File: src/rtl/uart_pkg.sv
// Shared definitions for the UART transmit path: frame state encoding,
// data width and the default bit period.
// Optional build macro: UART_TX_PARITY_EN adds an even-parity bit after DATA.
package uart_pkg;

    localparam int          DATA_BITS            = 8;
    localparam int unsigned CLKS_PER_BIT_DEFAULT = 868;   // 100 MHz / 115200

    typedef enum logic [2:0] {
        ST_IDLE,
        ST_FETCH,
        ST_LOAD,
        ST_START,
        ST_DATA,
`ifdef UART_TX_PARITY_EN
        ST_PARITY,
`endif
        ST_STOP
    } tx_state_t;

endpackage

File: src/rtl/uart_tx_serializer_baud_cnt.sv
// Bit-period counter for the UART transmitter. Counts clk cycles inside a
// serial bit, wraps at every bit boundary and is held at zero while
// i_restart is high.
module uart_baud_cnt
    import uart_pkg::*;
#(
    parameter int unsigned CLKS_PER_BIT = CLKS_PER_BIT_DEFAULT
) (
    input  logic        clk,
    input  logic        rst,
    input  logic        i_restart,
    output logic        o_bit_end,
    output logic [15:0] o_count
);

    localparam logic [15:0] LAST_CNT = 16'(CLKS_PER_BIT - 1);

    logic [15:0] r_count;

    // Count clocks within the current bit; clear on restart or at the boundary
    always_ff @(posedge clk or posedge rst) begin
        if (rst) begin
            r_count <= '0;
        end else if (i_restart || (r_count == LAST_CNT)) begin
            r_count <= '0;
        end else begin
            r_count <= r_count + 16'd1;
        end
    end

    assign o_bit_end = !i_restart && (r_count == LAST_CNT);
    assign o_count   = r_count;

endmodule

File: src/rtl/uart_tx_serializer.sv
// UART transmit serializer: pops one byte from the TX FIFO and sends
// start bit, 8 data bits LSB first, optional parity, one stop bit.
// Optional build macro: UART_TX_PARITY_EN (even parity bit, 11-bit frame);
// without it the frame is 10 bits.
module uart_tx_serializer
    import uart_pkg::*;
#(
    parameter int unsigned CLKS_PER_BIT = CLKS_PER_BIT_DEFAULT
) (
    input  logic       clk,
    input  logic       rst,
    input  logic       tx_enable,
    input  logic       fifo_empty,
    input  logic [7:0] fifo_dout,
    output logic       read_enable,
    output logic       tx,
    output logic       busy,
    output logic       tx_done
);

    localparam logic [15:0] PRE_LAST_CNT = 16'(CLKS_PER_BIT - 2);
    localparam logic [2:0]  LAST_IDX     = 3'(DATA_BITS - 1);

    tx_state_t              r_state;
    logic                   r_tx;
    logic                   r_read_enable;
    logic                   r_busy;
    logic                   r_tx_done;
    logic [DATA_BITS-1:0]   r_shift;
    logic [2:0]             r_bit_idx;
`ifdef UART_TX_PARITY_EN
    logic                   r_parity;
`endif

    logic                   w_restart;
    logic                   w_bit_end;
    logic [15:0]            w_count;

    // Bit counter runs only while a bit is on the line; held clear before START
    assign w_restart = (r_state == ST_IDLE) || (r_state == ST_FETCH) ||
                       (r_state == ST_LOAD);

    uart_baud_cnt #(
        .CLKS_PER_BIT (CLKS_PER_BIT)
    ) u_baud_cnt (
        .clk       (clk),
        .rst       (rst),
        .i_restart (w_restart),
        .o_bit_end (w_bit_end),
        .o_count   (w_count)
    );

    // Frame sequencer; every output register is updated on entry to the
    // state it belongs to, so outputs line up cycle-for-cycle with r_state
    always_ff @(posedge clk or posedge rst) begin
        if (rst) begin
            r_state       <= ST_IDLE;
            r_tx          <= 1'b1;
            r_read_enable <= 1'b0;
            r_busy        <= 1'b0;
            r_tx_done     <= 1'b0;
            r_shift       <= '0;
            r_bit_idx     <= '0;
`ifdef UART_TX_PARITY_EN
            r_parity      <= 1'b0;
`endif
        end else begin
            r_read_enable <= 1'b0;
            // Raised one clk early so the pulse sits on the last stop-bit clk
            r_tx_done     <= (r_state == ST_STOP) && (w_count == PRE_LAST_CNT);
            case (r_state)
                ST_IDLE: begin
                    if (tx_enable && !fifo_empty) begin
                        r_state       <= ST_FETCH;
                        r_read_enable <= 1'b1;
                        r_busy        <= 1'b1;
                    end
                end
                ST_FETCH: begin
                    r_state <= ST_LOAD;
                end
                ST_LOAD: begin
                    r_shift  <= fifo_dout;
`ifdef UART_TX_PARITY_EN
                    r_parity <= ^fifo_dout;
`endif
                    r_tx     <= 1'b0;
                    r_state  <= ST_START;
                end
                ST_START: begin
                    if (w_bit_end) begin
                        r_tx      <= r_shift[0];
                        r_bit_idx <= '0;
                        r_state   <= ST_DATA;
                    end
                end
                ST_DATA: begin
                    if (w_bit_end) begin
                        if (r_bit_idx == LAST_IDX) begin
`ifdef UART_TX_PARITY_EN
                            r_tx    <= r_parity;
                            r_state <= ST_PARITY;
`else
                            r_tx    <= 1'b1;
                            r_state <= ST_STOP;
`endif
                        end else begin
                            r_bit_idx <= r_bit_idx + 3'd1;
                            r_shift   <= r_shift >> 1;
                            r_tx      <= r_shift[1];
                        end
                    end
                end
`ifdef UART_TX_PARITY_EN
                ST_PARITY: begin
                    if (w_bit_end) begin
                        r_tx    <= 1'b1;
                        r_state <= ST_STOP;
                    end
                end
`endif
                ST_STOP: begin
                    if (w_bit_end) begin
                        if (tx_enable && !fifo_empty) begin
                            r_state       <= ST_FETCH;
                            r_read_enable <= 1'b1;
                        end else begin
                            r_state <= ST_IDLE;
                            r_busy  <= 1'b0;
                        end
                    end
                end
                default: begin
                    r_state <= ST_IDLE;
                    r_tx    <= 1'b1;
                    r_busy  <= 1'b0;
                end
            endcase
        end
    end

    assign tx          = r_tx;
    assign read_enable = r_read_enable;
    assign busy        = r_busy;
    assign tx_done     = r_tx_done;

endmodule

File: config.mk
export PLATFORM = sky130hd
export DESIGN_NAME = uart_tx_serializer
export DESIGN_NICKNAME = d
export VERILOG_FILES = /design/src/rtl/uart_pkg.sv /design/src/rtl/uart_tx_serializer_baud_cnt.sv /design/src/rtl/uart_tx_serializer.sv
export SDC_FILE = /design/constraint.sdc
export NUM_CORES = 1
export LEC_CHECK = 0
export BUFFER_PORTS_ARGS = -buffer_cell sky130_fd_sc_hd__buf_4
export CORE_MARGIN = 2
export CORE_UTILIZATION = 30
export DETAILED_ROUTE_END_ITERATION = 8
export SLEW_MARGIN = 20
export SYNTH_ARGS = -nofsm -noshare
export SYNTH_HDL_FRONTEND = slang
export SYNTH_SLANG_ARGS = --single-unit
File: constraint.sdc
create_clock -name clk -period 4.1 [get_ports clk]
set_clock_uncertainty 0.15 [all_clocks]
set_input_delay 0.41 -clock clk [delete_from_list [all_inputs] [get_ports clk]]
set_output_delay 0.41 -clock clk [all_outputs]
set_load 0.02 [all_outputs]
; ---- Word-level counts from Yosys, hierarchy flattened
; Index checks and enable logic that the tools add are counted.
[totals]
reg_bits = 34
latchBits = 0
ram_bits = 0
mem_bits_ro = 0
in_bits = 12
output_inout_bits = 4
word_cells = 71
memories = 0
[classes]
add_sub_neg = 2
n_mul = 0
div_mod_pow = 0
magnitude_cmp = 0
n_eq_ne = 15
shift = 0
n_mux = 26
n_bitwise = 2
reduce_logical = 18
[op_table]
columns = cell, n
row1 = $eq A16 B10 Y1 const B, 2
row2 = $mux W3, 8
row3 = $pmux W3 S6, 1
row4 = $add A16 B1 Y16 const B, 1
row5 = $mux W16, 1
row6 = $mux W8, 2
row7 = $pmux W8 S2, 1
row8 = $eq A3 B3 Y1 const B, 3
row9 = $mux W1, 9
row10 = $ne A2 B1 Y1 const B, 4
row11 = $reduce_and A4 Y1, 2
row12 = $eq A3 B2 Y1 const B, 2
row13 = $ne A2 B2 Y1 const B, 3
row14 = $pmux W3 S2, 1
row15 = $reduce_and A3 Y1, 2
row16 = $reduce_and A5 Y1, 1
row17 = $pmux W1 S4, 1
row18 = $reduce_bool A2 Y1, 2
row19 = $reduce_or A4 Y1, 1
row20 = $add A3 B1 Y3 const B, 1
row21 = $eq A3 B1 Y1 const B, 1
row22 = $logic_and A1 B1 Y1, 3
row23 = $logic_not A3 Y1, 1
row24 = $logic_or A1 B1 Y1, 3
row25 = other kinds (5), 7

; ---- Longest topological paths before layout
; Gate-level depths: netlist of run 1.
[depth]
word_depth = 7
mapped_depth = 7
depth_no_buf = 6

; ---- Modules after synthesis
; A second synthesis of run 1 with hierarchy kept.
[hier_totals]
cells_unflattened = 185
area_unflattened_um2 = 1808.0
[modules_own_cells]
columns = module, n_inst, cells_per_inst, area_each_um2, seq_area_each_um2
row1 = uart_tx_serializer, 1, 101, 977.2, 451.7
row2 = uart_baud_cnt, 1, 84, 830.8, 400.4

; ---- Least setup slack after synthesis of run 1
; OpenSTA, ideal clock, no wires.
[synth_timing]
kind = register -> register
start = reg r_bit_idx[0]
end = reg r_shift[1]
setup_time_ps = 123
arrival_ps = 1683
path_slack_ps = 2144
path_stages_with_launch = 8
n_path_buf = 1
cell_sequence = dfrtp_1 -> ha_1 -> ha_1 -> nor3b_1 -> nand3_1 -> or2_0 -> buf_2 -> o221a_1
[synth_via]
elab_chain_cells = 3
[synth_rtl]
columns = item, line_no
row1 = from (decl), uart_tx_serializer.sv:30  ; logic [2:0] r_bit_idx;
row2 = from (signal assigned), uart_tx_serializer.sv:108  ; r_bit_idx <= r_bit_idx + 3'd1;
row3 = $eq A3 B3 Y1, uart_tx_serializer.sv:99  ; if (r_bit_idx == LAST_IDX) begin
row4 = $ne A2 B2 Y1 (no line), -
row5 = $reduce_and A3 Y1 (no line), -
row6 = to (signal assigned), uart_tx_serializer.sv:83  ; r_shift <= fifo_dout;
row7 = to (signal assigned), uart_tx_serializer.sv:109  ; r_shift <= r_shift >> 1;
row8 = to (decl), uart_tx_serializer.sv:29  ; logic [DATA_BITS-1:0] r_shift;
; No other way between the ends.
; A chain may end at the register's enable or synchronous reset.

; ---- Final worst setup path of run 1
[layout_timing]
start = reg r_bit_idx[0]
end = reg r_shift[0]
; The elaborated chain is that of the path after synthesis.

==> results of run 1 <==
-- where the power goes --
part           switching (mW)  internal (mW)  leakage [nW]
logic                 0.00987         0.0113         0.431
registers             0.00283          0.339         0.414
clock network           0.136          0.244        0.0683
total                   0.149          0.594         0.914
-- registers in the layout (all words and copies together), names as in the netlist --
register and count:
u_baud_cnt.o_count 16, read_enable 1, r_shift 8, r_state 3, busy 1, tx 1, tx_done 1, r_bit_idx 3
-- worst max-delay path, delay by kind of cell (launching register included) --
kind,cells,cell delay (ps)
AO/OA/AOI/OAI,2,710
AND/OR/NAND/NOR,2,440
adder cells (fa/ha/maj),2,430
flip-flops,1,390
-- routing by layer --
layer / share of wire [%] / track usage (%)
met4: 1.8 / 4.07
met1: 48 / 16.0
met2: 46 / 20.1
met5: 0 / 0
met3: 4.3 / 4.40
-- kinds of logic (layout without fill, tap and decap cells) --
logic type | count (synthesis) | in the layout | share of synthesized area, %
compound gates | 24 | 24 | 11.5
xor+xnor | 14 | 14 | 6.80
fa+ha+maj | 4 | 4 | 2.78
buf+inv | 16 | 33 | 3.96
flops | 34 | 34 | 47.3
mux | 4 | 4 | 2.29
simple gates | 83 | 83 | 25.5
-- layout make-up --
cell class,instances,area (µm²)
clock buffers,5,68.8
clock inverters,3,68.8
fillers,608,3730
inverters,9,33.8
multi-input cells,129,880
flip-flops and latches,34,852
well taps,75,93.8
repair buffers,16,120
-- cells in the final DEF, fill, tap and decap left out, types with 2 or more instances in the layout --
cell type and n:
sky130_fd_sc_hd__nor3_1 6, sky130_fd_sc_hd__o221a_1 7, sky130_fd_sc_hd__dfrtp_1 33, sky130_fd_sc_hd__o211ai_1 3, sky130_fd_sc_hd__or2_2 8, sky130_fd_sc_hd__nor4_1 4, sky130_fd_sc_hd__nand3_1 9, sky130_fd_sc_hd__xnor2_1 12
sky130_fd_sc_hd__nand2b_1 2, sky130_fd_sc_hd__xor2_1 2, sky130_fd_sc_hd__ha_1 4, sky130_fd_sc_hd__nor2b_1 2, sky130_fd_sc_hd__nand2_1 11, sky130_fd_sc_hd__inv_1 8, sky130_fd_sc_hd__a22o_1 2, sky130_fd_sc_hd__o21ai_0 2
sky130_fd_sc_hd__mux2i_1 3, sky130_fd_sc_hd__nand4_1 7, sky130_fd_sc_hd__nor2_1 24, sky130_fd_sc_hd__clkbuf_8 5, sky130_fd_sc_hd__nor4_4 2, sky130_fd_sc_hd__bufinv_16 2, sky130_fd_sc_hd__and3_1 2, sky130_fd_sc_hd__buf_4 16
-- path summary, 6_finish.rpt --
kind                                  startpoint  slack, ps                     end
min reg2reg                u_baud_cnt.o_count[0]        350   u_baud_cnt.o_count[0]
max in group asynchronous                    rst       3410                      tx
max reg2reg                         r_bit_idx[0]       1920              r_shift[0]
min in group clk                    fifo_dout[7]        250              r_shift[7]
min                                          rst         50  u_baud_cnt.o_count[11]
max                                 r_bit_idx[0]       1920              r_shift[0]
-- stage by stage --
stage          cell area, µm²  cells  util [%]  hold WS (ps)
4_1_cts                  2120    271      36.2          77.8
3_3_place_gp             1980    263      33.8           336
3_5_place_dp             1980    263      33.8           341
2_1_floorplan            1800    179         -           301
5_1_grt                  2120    271      36.2          97.6
6_report                 2120    271      36.2          54.5
==> flow_summary.yaml, run 1 <==
run_status:
  outcome: "complete, no violations"
cts:
  number_of_levels_in_the_clock_h_tree: 2
  cts.sinks: 34
  cts-resized-gates: 0
  clk_pin_slew_ps: 80
  cts_post_setup_buffers_inserted: 0
  ctsLongestPathBuffers: 2
  clock_insertion_delay_worst_skew_ps: 300
  cts.root.buffer_cell: "sky130_fd_sc_hd__clkbuf_8"
  post_cts_hold_buffer_count: 0
  number_of_buffers_created_by_cts: 5
  clock_tree_from_tritoncts: "yes"
timing:
  timing.final.max_slew_violations: 0
  finalSetupViolCount: 0
  timing_worst_slew_pin_value_ps: 497
  setup-tns-final_ps: 0
  hold_violations: 0
  slew_headroom_pct: 66.6
  timing.final.crit_share_pct: 53.2
  final.setup.worst_slack_ps: 1920
  fmaxAchievable_mhz: 458
  grt_setup_unrepaired: "no"
  period_needed_ps: 2180
synth:
  netlist_top_cells_area: "sky130_fd_sc_hd__dfrtp_1 (46%), sky130_fd_sc_hd__xnor2_1 (5.8%), sky130_fd_sc_hd__nor2_1 (5.0%), sky130_fd_sc_hd__o221a_1 (4.4%), sky130_fd_sc_hd__ha_1 (2.8%)"
  synthMostInstantiatedCell: "sky130_fd_sc_hd__dfrtp_1"
  syn_area_per_cell_um2: 10.1
  post_synth_edffs: 0
  netlist_area_um2: 1800
  synth-seq-cells: 34
  synth-warning-count: 0
  number_of_different_library_cells_in_the_post_synthesis_netlist: 43
  post-synth-top-area-fraction_pct: 45.8
  synth_sequential_area_ratio_pct: 47.3
  synth_cells: 179
  synth_nets: 195
  synth_flop_cell: "sky130_fd_sc_hd__dfrtp_1"
  synth-async-reset-ratio_pct: 100
  post_synth_most_frequent_cells: "sky130_fd_sc_hd__dfrtp_1 (33), sky130_fd_sc_hd__nor2_1 (24), sky130_fd_sc_hd__xnor2_1 (12)"
  synth_top_area_cell: "sky130_fd_sc_hd__dfrtp_1"
placed_design:
  gp_congestion: 0.752
  place.detailed.hpwl_mm: 2.47
  post-place-ws_ps: 1940
  place.port_buffers: 15
power:
  worst_vdd_rail_ir_drop_uv: 126
  static-leakage-power_nw: 0.914
  p_per_area_nw_per_um2: 351
  totalPowerFinal_mw: 0.743
worst_setup_path:
  timing.critical_path.fanout_max: 7
  start_kind: "register"
  r2r_cells: 6
  timing.critical_path.required_ps: 4190
  arrival_worst_endpoint_ps: 2270
  cpPeakStageDelay_ps: 430
  worst_path_cell_chain: "ha_1 > ha_1 > nor3b_1 > nand3_1 > o21ai_1 > o221a_1"
  start_to_end_type_of_the_worst_setup_path: "register to register"
  critPathMostFrequentCell: "sky130_fd_sc_hd__ha_1"
  critPathCaptureType: "register"
  crit_path_top_delay_cell: "sky130_fd_sc_hd__o21ai_1"
grt:
  via_count_of_the_first_global_routing_pass: 1384
  antenna_found_initial: 0
  grt_max_degree: 35
  grt_first_pass_wirelength_mm: 6.40
  grtUsageTotal_pct: 12.6
  grt-ovfl-total: 0
cells_and_area:
  antennaDiodeCount: 0
  syn2layout_area_growth_pct: 17.4
  nNetsFinal: 211
  share_of_post_route_cells_with_drive_strength_above_1_pct: 19.4
route:
  firstDrtPassIters: 4
  via_per_inst: 4.90
  post-route-drc-count: 0
  drtAntennaViolNets: 0
  post_drt_wl_per_cell_um: 13.2
  route.vias.total: 1327
  first_iter_violations: 42
  wl_mm: 3.59
floorplan:
  die_width_um: 81.5
  placeableCoreArea_um2: 5850
  floorplan.io_pins: 16
  placementRows: 28
  area_enclosed_by_the_die_boundary_um2: 6650
  starting_utilization_of_the_core_area_pct: 30.8
  chipHeight_um: 81.5
hold_path:
  worst_hold_path_type: "input port to asynchronous set/reset pin"
run:
  drv.max_cap_violation_count: 0
No activity file was read; power rests on OpenSTA's default activity.
==> run 2, diff against run 1 <==
Settings changed: ABC_AREA from default to 1.
Clock period 4.1 ns to 1.8 ns, I/O delays scaled along.
==> flow_summary.yaml, run 2 <==
run_status:
  outcome: "complete, no violations"
run:
  drv.max_cap_violation_count: 0
floorplan:
  chipHeight_um: 85.8
  placementRows: 29
  starting_utilization_of_the_core_area_pct: 31.2
  area_enclosed_by_the_die_boundary_um2: 7360
  die_width_um: 85.8
  floorplan.io_pins: 16
  placeableCoreArea_um2: 6420
placed_design:
  place.detailed.hpwl_mm: 2.76
  instance_area_at_placement_um2: 2210
  place.port_buffers: 15
  post-place-ws_ps: 114
  gp_congestion: 0.826
cells_and_area:
  final_common_cell: "sky130_fd_sc_hd__nand2_1"
  footprint_of_the_multi_input_gates_um2: 1010
  flip_flop_count_of_the_largest_register_all_copies_and_words_added: 16
  layout.area.seq_um2: 852
  final_cell_area_um2: 2320
  mostFrequentLayoutCells: "sky130_fd_sc_hd__nand2_1 (78), sky130_fd_sc_hd__dfrtp_1 (33), sky130_fd_sc_hd__nor2_1 (28)"
  share_of_post_route_cells_with_drive_strength_above_1_pct: 22.5
  fillCellCount: 642
  syn2layout_area_growth_pct: 15.5
  antennaDiodeCount: 0
  nNetsFinal: 295
power:
  worst_vdd_rail_ir_drop_uv: 788
  static-leakage-power_nw: 1.19
  p_per_area_nw_per_um2: 1050
worst_setup_path:
  cp_endpoint: "r_shift[1]"
  start_kind: "register"
  crit_start: "r_bit_idx[0]"
  critical_path_buf_inv_count: 1
  crit_path_top_delay_cell: "sky130_fd_sc_hd__dfrtp_1"
  reg2reg_to: "r_shift[1]"
  cpPeakStageDelay_ps: 400
  worst_path_cell_chain: "ha_1 > ha_1 > inv_1 > nand4_4 > nand2_4 > nand2_1 > nand2_1"
  timing.critical_path.fanout_max: 12
  timing.critical_path.required_ps: 1870
  r2r_cells: 7
  arrival_worst_endpoint_ps: 1730
  critical_path.reg2reg.startpoint: "r_bit_idx[0]"
  timing.critical_path.max_delay_family: "simple AND/OR/NAND/NOR gates"
  worst-path-stages: 7
  ff2ff_setup_slack_ps: 140
  start_to_end_type_of_the_worst_setup_path: "register to register"
  critPathCaptureType: "register"
hold_path:
  worst_hold_path_type: "input port to register"
cts:
  cts.sinks: 34
  cts.root.buffer_cell: "sky130_fd_sc_hd__clkbuf_8"
  number_of_buffers_created_by_cts: 5
  cts_post_setup_buffers_inserted: 0
  ctsLongestPathBuffers: 2
  clock_insertion_delay_worst_skew_ps: 280
  clk_pin_slew_ps: 70
  number_of_levels_in_the_clock_h_tree: 2
  clock_tree_from_tritoncts: "yes"
synth:
  netlist_top_cells_area: "sky130_fd_sc_hd__dfrtp_1 (41%), sky130_fd_sc_hd__nand2_1 (15%), sky130_fd_sc_hd__nor2_1 (5.2%), sky130_fd_sc_hd__inv_1 (4.3%), sky130_fd_sc_hd__nand3_1 (4.0%)"
  synth-warning-count: 0
  synth_cells: 256
  number_of_different_library_cells_in_the_post_synthesis_netlist: 32
  synth_top_area_cell: "sky130_fd_sc_hd__dfrtp_1"
  synth-seq-cells: 34
  synthMostInstantiatedCell: "sky130_fd_sc_hd__nand2_1"
  synth_flop_cell: "sky130_fd_sc_hd__dfrtp_1"
  post-synth-top-area-fraction_pct: 41.2
  syn_area_per_cell_um2: 7.83
  synth_sequential_area_ratio_pct: 42.5
  netlist_area_um2: 2010
  post_synth_most_frequent_cells: "sky130_fd_sc_hd__nand2_1 (78), sky130_fd_sc_hd__dfrtp_1 (33), sky130_fd_sc_hd__nor2_1 (28)"
  post_synth_edffs: 0
  synth-async-reset-ratio_pct: 100
  synth_nets: 272
timing:
  slew_headroom_pct: 70.7
  timing_worst_slew_pin_value_ps: 439
  hold_violations: 0
  final.setup.worst_slack_ps: 143
  finalSetupViolCount: 0
  timing.final.crit_share_pct: 92.1
  period_needed_ps: 1660
  fmaxAchievable_mhz: 603
  grt_setup_unrepaired: "yes"
  timing.final.max_slew_violations: 0
route:
  met3_length_um: 117
  post-route-drc-count: 0
  via_per_inst: 4.63
  detail_route.wirelength.met1_mm: 1.86
  firstDrtPassIters: 4
  wl_met2_mm: 1.73
  first_iter_violations: 73
  drtAntennaViolNets: 0
  wl_mm: 3.76
  post_drt_wl_per_cell_um: 10.5
  top_signal_layer_used: "met4"
  route.vias.total: 1653
grt:
  grtUsageTotal_pct: 11.9
  antenna_found_initial: 0
  grt_first_pass_wirelength_mm: 7.00
  grt-ovfl-total: 0
  grt_max_degree: 35
  via_count_of_the_first_global_routing_pass: 1597
## run 2: cell types whose count changed after synthesis, moves of 4 or more
cell | before | now
sky130_fd_sc_hd__o221a_1 | 7 | 0
sky130_fd_sc_hd__nand2_1 | 11 | 78
sky130_fd_sc_hd__a21oi_1 | 1 | 5
sky130_fd_sc_hd__or2_2 | 8 | 0
sky130_fd_sc_hd__nand3_1 | 9 | 16
sky130_fd_sc_hd__nor4_1 | 4 | 0
sky130_fd_sc_hd__inv_2 | 0 | 6
sky130_fd_sc_hd__xnor2_1 | 12 | 1
sky130_fd_sc_hd__inv_1 | 8 | 23
sky130_fd_sc_hd__nand2_2 | 0 | 10
sky130_fd_sc_hd__nor2_1 | 24 | 28
## run 2: area by class of cell
cell class	instances	share of cell area (%)
clock buffers	7	3.73
repair buffers	21	6.91
well taps	77	4.16
inverters	29	4.70
flip-flops and latches	34	36.8
clock inverters	1	0.216
multi-input cells	188	43.5
## run 2: kinds of logic (layout without fill, tap and decap cells)
logic type | Yosys count | in the layout | share of synthesized area (%)
simple gates | 165 | 165 | 41.2
fa+ha+maj | 4 | 4 | 2.50
flops | 34 | 34 | 42.5
compound gates | 14 | 14 | 3.93
xor+xnor | 5 | 5 | 2.18
buf+inv | 34 | 58 | 7.74
## run 2: power by group
group	internal (mW)	switching [mW]	total [mW]
Sequential	0.927	0.130	1.06
Clock	0.309	0.282	0.591
Combinational	0.299	0.497	0.795
Total	1.53	0.909	2.44
## run 2: per-layer routing
| layer | GRT usage [%] | up-vias |
|---|---|---|
| li1 | - | 850 |
| met1 | 15.7 | 776 |
| met2 | 18.9 | 23 |
| met3 | 2.89 | 4 |
| met4 | 4.33 | 0 |
| met5 | 0 | - |
## run 2: worst min-delay path by stage
stage | startpoint | to | slack [ps] | cells past startpoint
6_report | fifo_dout[0] | r_shift[0] | 40 | 5
3_3_place_gp | rst | u_baud_cnt.o_count[11] | 170 | 3
3_5_place_dp | rst | r_shift[4] | 170 | 3
5_1_grt | fifo_dout[0] | r_shift[0] | 60 | 5
4_1_cts | fifo_dout[0] | r_shift[0] | 40 | 5
2_1_floorplan | rst | busy | 170 | 1
## run 2: repair_timing
action                                  CTS  global route
hold buffers                              1             0
endpoints found under the setup margin    0             9
hold endpoints to repair                 33             0
resized for setup                         0             2
## run 2: stage by stage
step | hold WS (ps) | TNS [ps] | total power [mW] | cells | util [%]
2_1_floorplan | 171 | 0 | 1.68 | 256 | -
3_3_place_gp | 171 | 0 | 1.86 | 348 | 34.3
3_5_place_dp | 172 | 0 | 1.86 | 348 | 34.3
4_1_cts | 36.6 | 0 | 2.46 | 357 | 35.9
5_1_grt | 58.7 | -11.2 | 2.66 | 357 | 36.1
6_report | 42.3 | 0 | 2.44 | 357 | 36.1
## run 2: worst reg2reg max path, delay by kind of cell (launching register included)
family / cells / cell delay (ps)
buffers and inverters: 1 / 120
AND/OR/NAND/NOR: 4 / 530
adder cells (fa/ha/maj): 2 / 400
flip-flops: 1 / 400
